$ cat src/rtl/alu_pkg.sv
// alu_pkg: shared width default, FSM encoding and divider constants
package alu_pkg;

    localparam int DEFAULT_WIDTH = 16;

    typedef enum logic [1:0] {
        IDLE = 2'd0,
        RUN  = 2'd1,
        DONE = 2'd2
    } state_t;

    // Quotient reported for a zero divisor
    localparam logic [DEFAULT_WIDTH-1:0] DIV_ZERO_Q = 16'hFFFF;
    // Most-negative two's-complement value, whose magnitude needs the extra datapath bit
    localparam logic [DEFAULT_WIDTH-1:0] MOST_NEG = 16'h8000;

endpackage

$ cat src/rtl/div_subtractor.sv
// div_subtractor: ripple-borrow subtractor producing a - b and the borrow out
module div_subtractor #(
    parameter int N = 17
) (
    input  logic [N-1:0] a,
    input  logic [N-1:0] b,
    output logic [N-1:0] diff,
    output logic         borrow
);

    logic [N:0] c;

    assign c[0] = 1'b0;

    for (genvar i = 0; i < N; i++) begin : g_bit
        assign diff[i]  = a[i] ^ b[i] ^ c[i];
        assign c[i+1]   = (~a[i] & b[i]) | (~(a[i] ^ b[i]) & c[i]);
    end

    assign borrow = c[N];

endmodule

$ cat src/rtl/alu_divider.sv
// alu_divider: signed/unsigned restoring divider, one quotient bit per clock
module alu_divider
    import alu_pkg::*;
#(
    parameter int WIDTH = DEFAULT_WIDTH
) (
    input  logic             Clk,
    input  logic             Reset,
    input  logic             Start,
    input  logic             Signed,
    input  logic [WIDTH-1:0] A,
    input  logic [WIDTH-1:0] B,
    output logic             Busy,
    output logic             Done,
    output logic [WIDTH-1:0] Quotient,
    output logic [WIDTH-1:0] Remainder,
    output logic             DivByZero,
    output logic             Overflow
);

    localparam int CW = $clog2(WIDTH);

    state_t           state;
    logic [CW-1:0]    count;
    logic [WIDTH-1:0] q;
    logic [WIDTH-1:0] r;
    logic [WIDTH:0]   d;
    logic             neg_q;
    logic             neg_r;
    logic             ovf;

    logic [WIDTH-1:0] abs_a;
    logic [WIDTH-1:0] abs_b;
    logic [WIDTH:0]   shifted;
    logic [WIDTH:0]   diff;
    logic             borrow;
    logic [WIDTH:0]   r_next;
    logic [WIDTH-1:0] q_next;
    logic [WIDTH-1:0] r_mag;
    logic             unused_r_top;

    // Magnitudes; -0x8000 wraps back to 0x8000, which is the correct unsigned magnitude
    assign abs_a = (Signed && A[WIDTH-1]) ? -A : A;
    assign abs_b = (Signed && B[WIDTH-1]) ? -B : B;

    // Bring down the next dividend bit, MSB first
    assign shifted = {r, q[WIDTH-1]};

    div_subtractor #(.N(WIDTH + 1)) u_sub (
        .a      (shifted),
        .b      (d),
        .diff   (diff),
        .borrow (borrow)
    );

    // Restoring step: keep the difference only when the subtraction did not borrow
    assign r_next       = borrow ? shifted : diff;
    assign q_next       = {q[WIDTH-2:0], ~borrow};
    assign r_mag        = r_next[WIDTH-1:0];
    assign unused_r_top = r_next[WIDTH];

    // Sequencer: captures operands in IDLE, iterates in RUN, pulses Done in DONE
    always_ff @(posedge Clk or posedge Reset) begin
        if (Reset) begin
            state     <= IDLE;
            Busy      <= 1'b0;
            Done      <= 1'b0;
            Quotient  <= '0;
            Remainder <= '0;
            DivByZero <= 1'b0;
            Overflow  <= 1'b0;
            count     <= '0;
            q         <= '0;
            r         <= '0;
            d         <= '0;
            neg_q     <= 1'b0;
            neg_r     <= 1'b0;
            ovf       <= 1'b0;
        end else begin
            case (state)
                IDLE: begin
                    Done <= 1'b0;
                    if (Start && B == '0) begin
                        state     <= DONE;
                        Done      <= 1'b1;
                        Quotient  <= DIV_ZERO_Q;
                        Remainder <= A;
                        DivByZero <= 1'b1;
                        Overflow  <= 1'b0;
                    end else if (Start) begin
                        state <= RUN;
                        Busy  <= 1'b1;
                        count <= '0;
                        q     <= abs_a;
                        r     <= '0;
                        d     <= {1'b0, abs_b};
                        neg_q <= Signed && (A[WIDTH-1] ^ B[WIDTH-1]);
                        neg_r <= Signed && A[WIDTH-1];
                        ovf   <= Signed && A == MOST_NEG && B == '1;
                    end
                end
                RUN: begin
                    q     <= q_next;
                    r     <= r_mag;
                    count <= count + 1'b1;
                    if (count == CW'(WIDTH - 1)) begin
                        state     <= DONE;
                        Busy      <= 1'b0;
                        Done      <= 1'b1;
                        Quotient  <= neg_q ? -q_next : q_next;
                        Remainder <= neg_r ? -r_mag : r_mag;
                        DivByZero <= 1'b0;
                        Overflow  <= ovf;
                    end
                end
                DONE: begin
                    state <= IDLE;
                    Done  <= 1'b0;
                end
                default: begin
                    state <= IDLE;
                    Busy  <= 1'b0;
                    Done  <= 1'b0;
                end
            endcase
        end
    end

endmodule

$ cat config.mk
export PLATFORM = sky130hd
export DESIGN_NAME = alu_divider
export DESIGN_NICKNAME = d
export VERILOG_FILES = /design/src/rtl/alu_pkg.sv /design/src/rtl/div_subtractor.sv /design/src/rtl/alu_divider.sv
export SDC_FILE = /design/constraint.sdc
export NUM_CORES = 1
export LEC_CHECK = 0
export ABC_AREA = 1
export CAP_MARGIN = 5
export CORE_MARGIN = 3
export CORE_UTILIZATION = 62
export DETAILED_ROUTE_END_ITERATION = 10
export PLACE_DENSITY = 0.92
export SLEW_MARGIN = 20
export SYNTH_ARGS = -nofsm -noshare
export SYNTH_HDL_FRONTEND = slang
export SYNTH_SLANG_ARGS = --single-unit
$ cat constraint.sdc
create_clock -name Clk -period 13.25 [get_ports Clk]
set_clock_uncertainty 0.2 [all_clocks]
set_input_delay 2.65 -clock Clk [delete_from_list [all_inputs] [get_ports Clk]]
set_output_delay 2.65 -clock Clk [all_outputs]
set_load 0.005 [all_outputs]
After elaboration in Yosys (flattened, before gate mapping) --
Index checks and enable logic that the tools add are counted.
Cells by class: add/subtract/negate cells 5, mux-type cells 36, reduce and logical (&&, ||, !) cells 14, eq/ne operators 10, bitwise operators 114
Operator list (count):
- 16-bit 2-to-1 mux | 13
- 16-bit case mux with 2 select lines | 4
- 16-bit negation | 4
- 1-bit NOT | 35
- 1-bit bitwise AND | 32
- 16-bit == test (second input constant) | 2
- 1-bit bitwise XOR | 32
- 16-bit logical NOT | 1
- 1-bit OR | 15
- 3-bit AND reduction | 3
- 1-bit 2-to-1 mux | 8
- 4-bit 2-to-1 mux | 2
- 2-bit inequality test (second input constant) | 4
- 4-bit case mux with 2 select lines | 1
- 1-bit logical AND | 6
- 2-bit 2-to-1 mux | 3
- 1-bit case mux with 2 select lines | 3
- 4-bit by 1-bit adder with 4-bit output (second input constant) | 1
- 4-bit == test (second input constant) | 1
- 2-bit case mux with 2 select lines | 1
- 4-bit AND reduction | 1
- 3-bit inequality test (second input constant) | 1
- 1-bit case mux with 3 select lines | 1
- 2-bit by 1-bit == test with 1-bit output (second input constant) | 1
- 4 further kinds | 4
Storage, ports and cells: logic and storage cells 193, input bits 36, flip-flop bits (word level) 93, output and inout port bits 36

Longest topological paths before layout --
word-level depth 38, mapped depth 35

Cells and area by module --
Synthesis repeated with hierarchy kept, for this count alone.
Second synthesis, totals: cell total of the unflattened synthesis 909, area, all modules 6434.9 um2
Modules (own cells, without submodules):
- alu_divider | area each 5967.0 um2, cells each 856, instances 1
- div_subtractor | area each 467.9 um2, cells each 53, instances 1

Worst setup path before layout --
Ideal clock, no wire load.
path type reg-to-reg, from reg q[15], to reg Quotient[14], data arrival time 7.743 ns, stages on the path, launching flop included 34, data required time 12.933 ns, slack 5.189 ns, path buffers 2, path through dfrtp_1 > inv_1 > ha_1 > inv_1 > fa_1 > fa_1 > fa_1 > fa_1 > fa_1 > fa_1 > fa_1 > fa_1 > fa_1 > fa_1 > fa_1 > fa_1 > fa_1 > inv_1 > fa_1 > inv_1 > fa_1 > nor2_4 > buf_6 > buf_4 > ha_1 > inv_1 > nor3_1 > nand3_1 > nor2_1 > nand3_1 > nand2_1 > nand3_1 > nand3_1 > nand2_1
Between the ends: word-level cells in the longest chain between the ends 38
Ends and longest elaborated chain:
- start, declared | RTL line alu_divider.sv:25 | logic [WIDTH-1:0] q;
- start signal, assigned | RTL line alu_divider.sv:94 | q <= abs_a;
- start signal, assigned | RTL line alu_divider.sv:103 | q <= q_next;
- 1-bit NOT | RTL line div_subtractor.sv:17 | assign c[i+1] = (~a[i] & b[i]) | (~(a[i] ^ b[i]) & c[i]);
- 1-bit bitwise AND (2 in a row) | RTL line div_subtractor.sv:17
- 1-bit OR | RTL line div_subtractor.sv:17
- 1-bit bitwise AND | RTL line div_subtractor.sv:17
- 1-bit OR | RTL line div_subtractor.sv:17
- 1-bit bitwise AND | RTL line div_subtractor.sv:17
- 1-bit OR | RTL line div_subtractor.sv:17
- 1-bit bitwise AND | RTL line div_subtractor.sv:17
- [... 21 more ...]
- 1-bit bitwise AND | RTL line div_subtractor.sv:17
- 1-bit OR | RTL line div_subtractor.sv:17
- 1-bit bitwise AND | RTL line div_subtractor.sv:17
- 1-bit NOT | RTL line alu_divider.sv:58 | assign q_next = {q[WIDTH-2:0], ~borrow};
- 16-bit negation | RTL line alu_divider.sv:110 | Quotient <= neg_q ? -q_next : q_next;
- 16-bit 2-to-1 mux | RTL line alu_divider.sv:110
- 16-bit 2-to-1 mux | RTL line alu_divider.sv:106 | if (count == CW'(WIDTH - 1)) begin
- 16-bit case mux with 2 select lines | RTL line alu_divider.sv:80 | case (state)
- end signal, assigned | RTL line alu_divider.sv:110
- end, declared | RTL line alu_divider.sv:15 | output logic [WIDTH-1:0] Quotient,
No other way between the ends. The select of a mux whose other input is x is not followed. A chain may end at the register's enable or synchronous reset.

Worst setup path in the final report --
Ends and elaborated chain as after synthesis.

==> impl_metrics.py <==
metrics = {
    "clock_tree": {
        "clkLatencyLatePin_ns": 0.39,
        "cts_buffer_depth": 2,
        "htree_levels": 3,
        "cts_tree": "yes",
        "hold_buffers": 0,
        "cts_setup_buffers": 0,
        "cts.repair.resized": 0,
        "clk_pin_slew_ns": 0.09,
        "ctsRootBufferMaster": "clkbuf_8",
        "numCtsBuffers": 9,
        "clock-sinks": 93,
    },
    "logic_synthesis": {
        "yosysSeqAreaShare": 0.361,
        "yosys_most_used_dff": "dfrtp_1",
        "synth_edf_count": 0,
        "syn_nets": 948,
        "synth_cells": 890,
        "syn_avg_cell_area_um2": 7.24,
        "syn_area_mm2": 0.00644,
        "ys_types": 42,
        "synth-seq-cells": 93,
        "synthArstFlopShare": 1.00,
        "yosys_warnings": 0,
    },
    "place": {
        "port_buffers": 71,
        "post-place-ws_ns": 4.28,
        "dpl_cell_area_mm2": 0.00711,
        "gp_congestion": 0.905,
        "dp_hpwl_um": 12000,
    },
    "sta": {
        "setup_viol": 0,
        "worstMarginPinSlew_ns": 1.07,
        "finalWorstSetupSlack_ns": 4.24,
        "hold_viol": 0,
        "fin_crit_ns": 9.01,
        "fin_tns_setup_ns": 0,
        "rsz0062_at_grt": "false",
        "slew_headroom": 0.288,
        "max_freq_ghz": 0.111,
        "drv_slew": 0,
        "period_share": 0.680,
    },
    "floorplanning": {
        "fp.dieArea_mm2": 0.0117,
        "core_mm2": 0.00995,
        "std_cell_rows": 36,
        "die_w_um": 108,
        "start_util": 0.647,
        "ioPinCount": 72,
        "dieHeight_um": 108,
    },
    "final_layout": {
        "drive_above_1_share": 0.0890,
        "seq_area_mm2": 0.00233,
        "syn2layout_area_growth_pct": 13.4,
        "antenna_cells": 0,
        "multi_input_area_mm2": 0.00344,
        "finish.utilization": 0.734,
        "nets": 997,
        "final_cell_area_mm2": 0.00731,
        "fillers": 801,
    },
    "detailed_routing": {
        "dr.pass1.iters": 5,
        "drc": 0,
        "vias": 6101,
        "antenna_left": 0,
        "dr.first_iter.drc_count": 518,
        "wirelength_um": 16100,
        "wl_per_cell_um": 14.9,
        "via_per_inst": 5.66,
    },
    "critical_path": {
        "startpoint_type": "flip-flop",
        "crit_type": "flip-flop to flip-flop",
        "required_ns": 13.37,
        "reg2reg_slack_ns": 4.24,
        "worstRegToRegCells": 32,
        "crit_path_max_fanout": 40,
        "crit_slowest_cell": "nor2_4",
        "crit_buf_inv": 5,
        "end_kind": "flip-flop",
        "crit_path_frequent_cell": "fa_1",
        "critical_path_arrival_ns": 9.13,
        "worst-path-stages": 32,
        "cpPeakStageDelay_ns": 0.64,
        "crit_family": "adder cells",
    },
    "run": {
        "maxCapViolations": 0,
    },
    "pwr": {
        "ir_drop_mv": 0.167,
        "power.density_mw_per_mm2": 291,
        "p_leak_nw": 3.48,
    },
    "global_routing": {
        "grt_pass1_vias": 5802,
        "overflow": 0,
        "antenna_found_initial": 0,
        "grt_use_total": 0.297,
        "grt_pass1_wl_um": 27400,
        "grt_max_degree": 60,
    },
    "worst_hold_path": {
        "whs_path_depth": 2,
        "hold_class": "flip-flop to flip-flop",
    },
    "status": {
        "status": "completed",
    },
}
-- cell families after synthesis --
family,count (synthesis),share of synthesized area
buffers and inverters,154,0.106
AND/OR/NAND/NOR,449,0.297
XOR/XNOR,13,0.0177
adder cells (fa/ha/maj),22,0.0602
flip-flops,93,0.361
AO/OA/AOI/OAI,159,0.158
-- synthesized netlist by cell type, types with 11 or more instances --
master,number,share of area
nand2_2,11,0.011
dfrtp_1,93,0.36
inv_1,110,0.064
buf_2,13,0.010
xor2_1,11,0.015
nor2_1,85,0.050
o21ai_2,17,0.023
o22ai_2,12,0.023
nor3_1,14,0.011
nand2_1,254,0.15
a21oi_1,25,0.019
o21ai_0,69,0.054
fa_1,15,0.047
nand3_1,51,0.040
a31oi_1,16,0.016
-- area by class of cell --
type / instances / area share
multi-input combinational: 643 / 0.470
sequential: 93 / 0.319
timing repair buffer: 73 / 0.0993
inverter: 119 / 0.0620
tap: 133 / 0.0228
clock buffer: 9 / 0.0170
clock inverter: 7 / 0.0101
-- worst reg2reg max path: cells and delay by family (launching register included) --
family,cells,cell delay [ns]
and+or+nand+nor,10,1.89
DFF,1,0.41
adders and majority gates,17,6.15
buffers and inverters,5,0.34
-- state kept, by name, indices dropped and copies added, names as in the netlist, 2 cells and up --
signal and cells:
state 2, count 4, Remainder 16, r 16
q 16, Quotient 16, d 16
-- path summary, 6_finish.rpt --
kind / to / startpoint
setup / recovery: Quotient[14] / q[15]
hold / removal: Quotient[9] / Quotient[9]
setup reg to reg: Quotient[14] / q[15]
hold reg to reg: Quotient[9] / Quotient[9]
max in group asynchronous: q[14] / Reset
min in group asynchronous: Remainder[2] / Reset
-- routing by layer --
metal / share of wire / wire, µm / GRT usage
met3: 0.087 / 1390 / 0.0567
met1: 0.43 / 6830 / 0.404
met4: 0.033 / 526 / 0.121
met2: 0.46 / 7310 / 0.470
met5: 0 / 0 / 0
-- through the flow --
stage | hold slack [ns] | power [mW] | std cells
6_report | 0.289 | 2.12 | 1077
5_1_grt | 0.310 | 2.34 | 1077
4_1_cts | 0.294 | 2.11 | 1077
3_5_place_dp | 0.270 | 1.91 | 1061
3_3_place_gp | 0.264 | 1.85 | 1061
2_1_floorplan | 0.252 | 1.58 | 890
-- power breakdown --
| group | switching, mW | internal (mW) | leakage, nW |
|---|---|---|---|
| sequential | 0.107 | 0.418 | 1.13 |
| combinational | 0.886 | 0.515 | 2.25 |
| clock | 0.108 | 0.0882 | 0.100 |
-- layout by cell type (no fill, tap or decap), types with 3 or more instances in the layout --
cell,Yosys,routed
o21ai_2,17,17
o22ai_2,12,12
ha_1,7,7
nand3_1,51,51
a31oi_1,16,16
clkbuf_8,0,9
inv_1,110,109
nand2_1,254,254
nor2_2,6,5
inv_6,1,3
a21oi_1,25,25
clkinv_2,0,3
o21ai_1,8,8
nor2_1,85,85
inv_2,6,6
fa_1,15,15
or2_2,5,5
nor3_1,14,14
nor2_4,2,3
clkdlybuf4s50_1,0,71
dfrtp_1,93,93
xor2_1,11,11
nand3b_1,3,3
nand2_2,11,11
nand4_1,10,10
o211ai_1,4,4
o21ai_0,69,69
No activity file was read; power rests on OpenSTA's default activity.
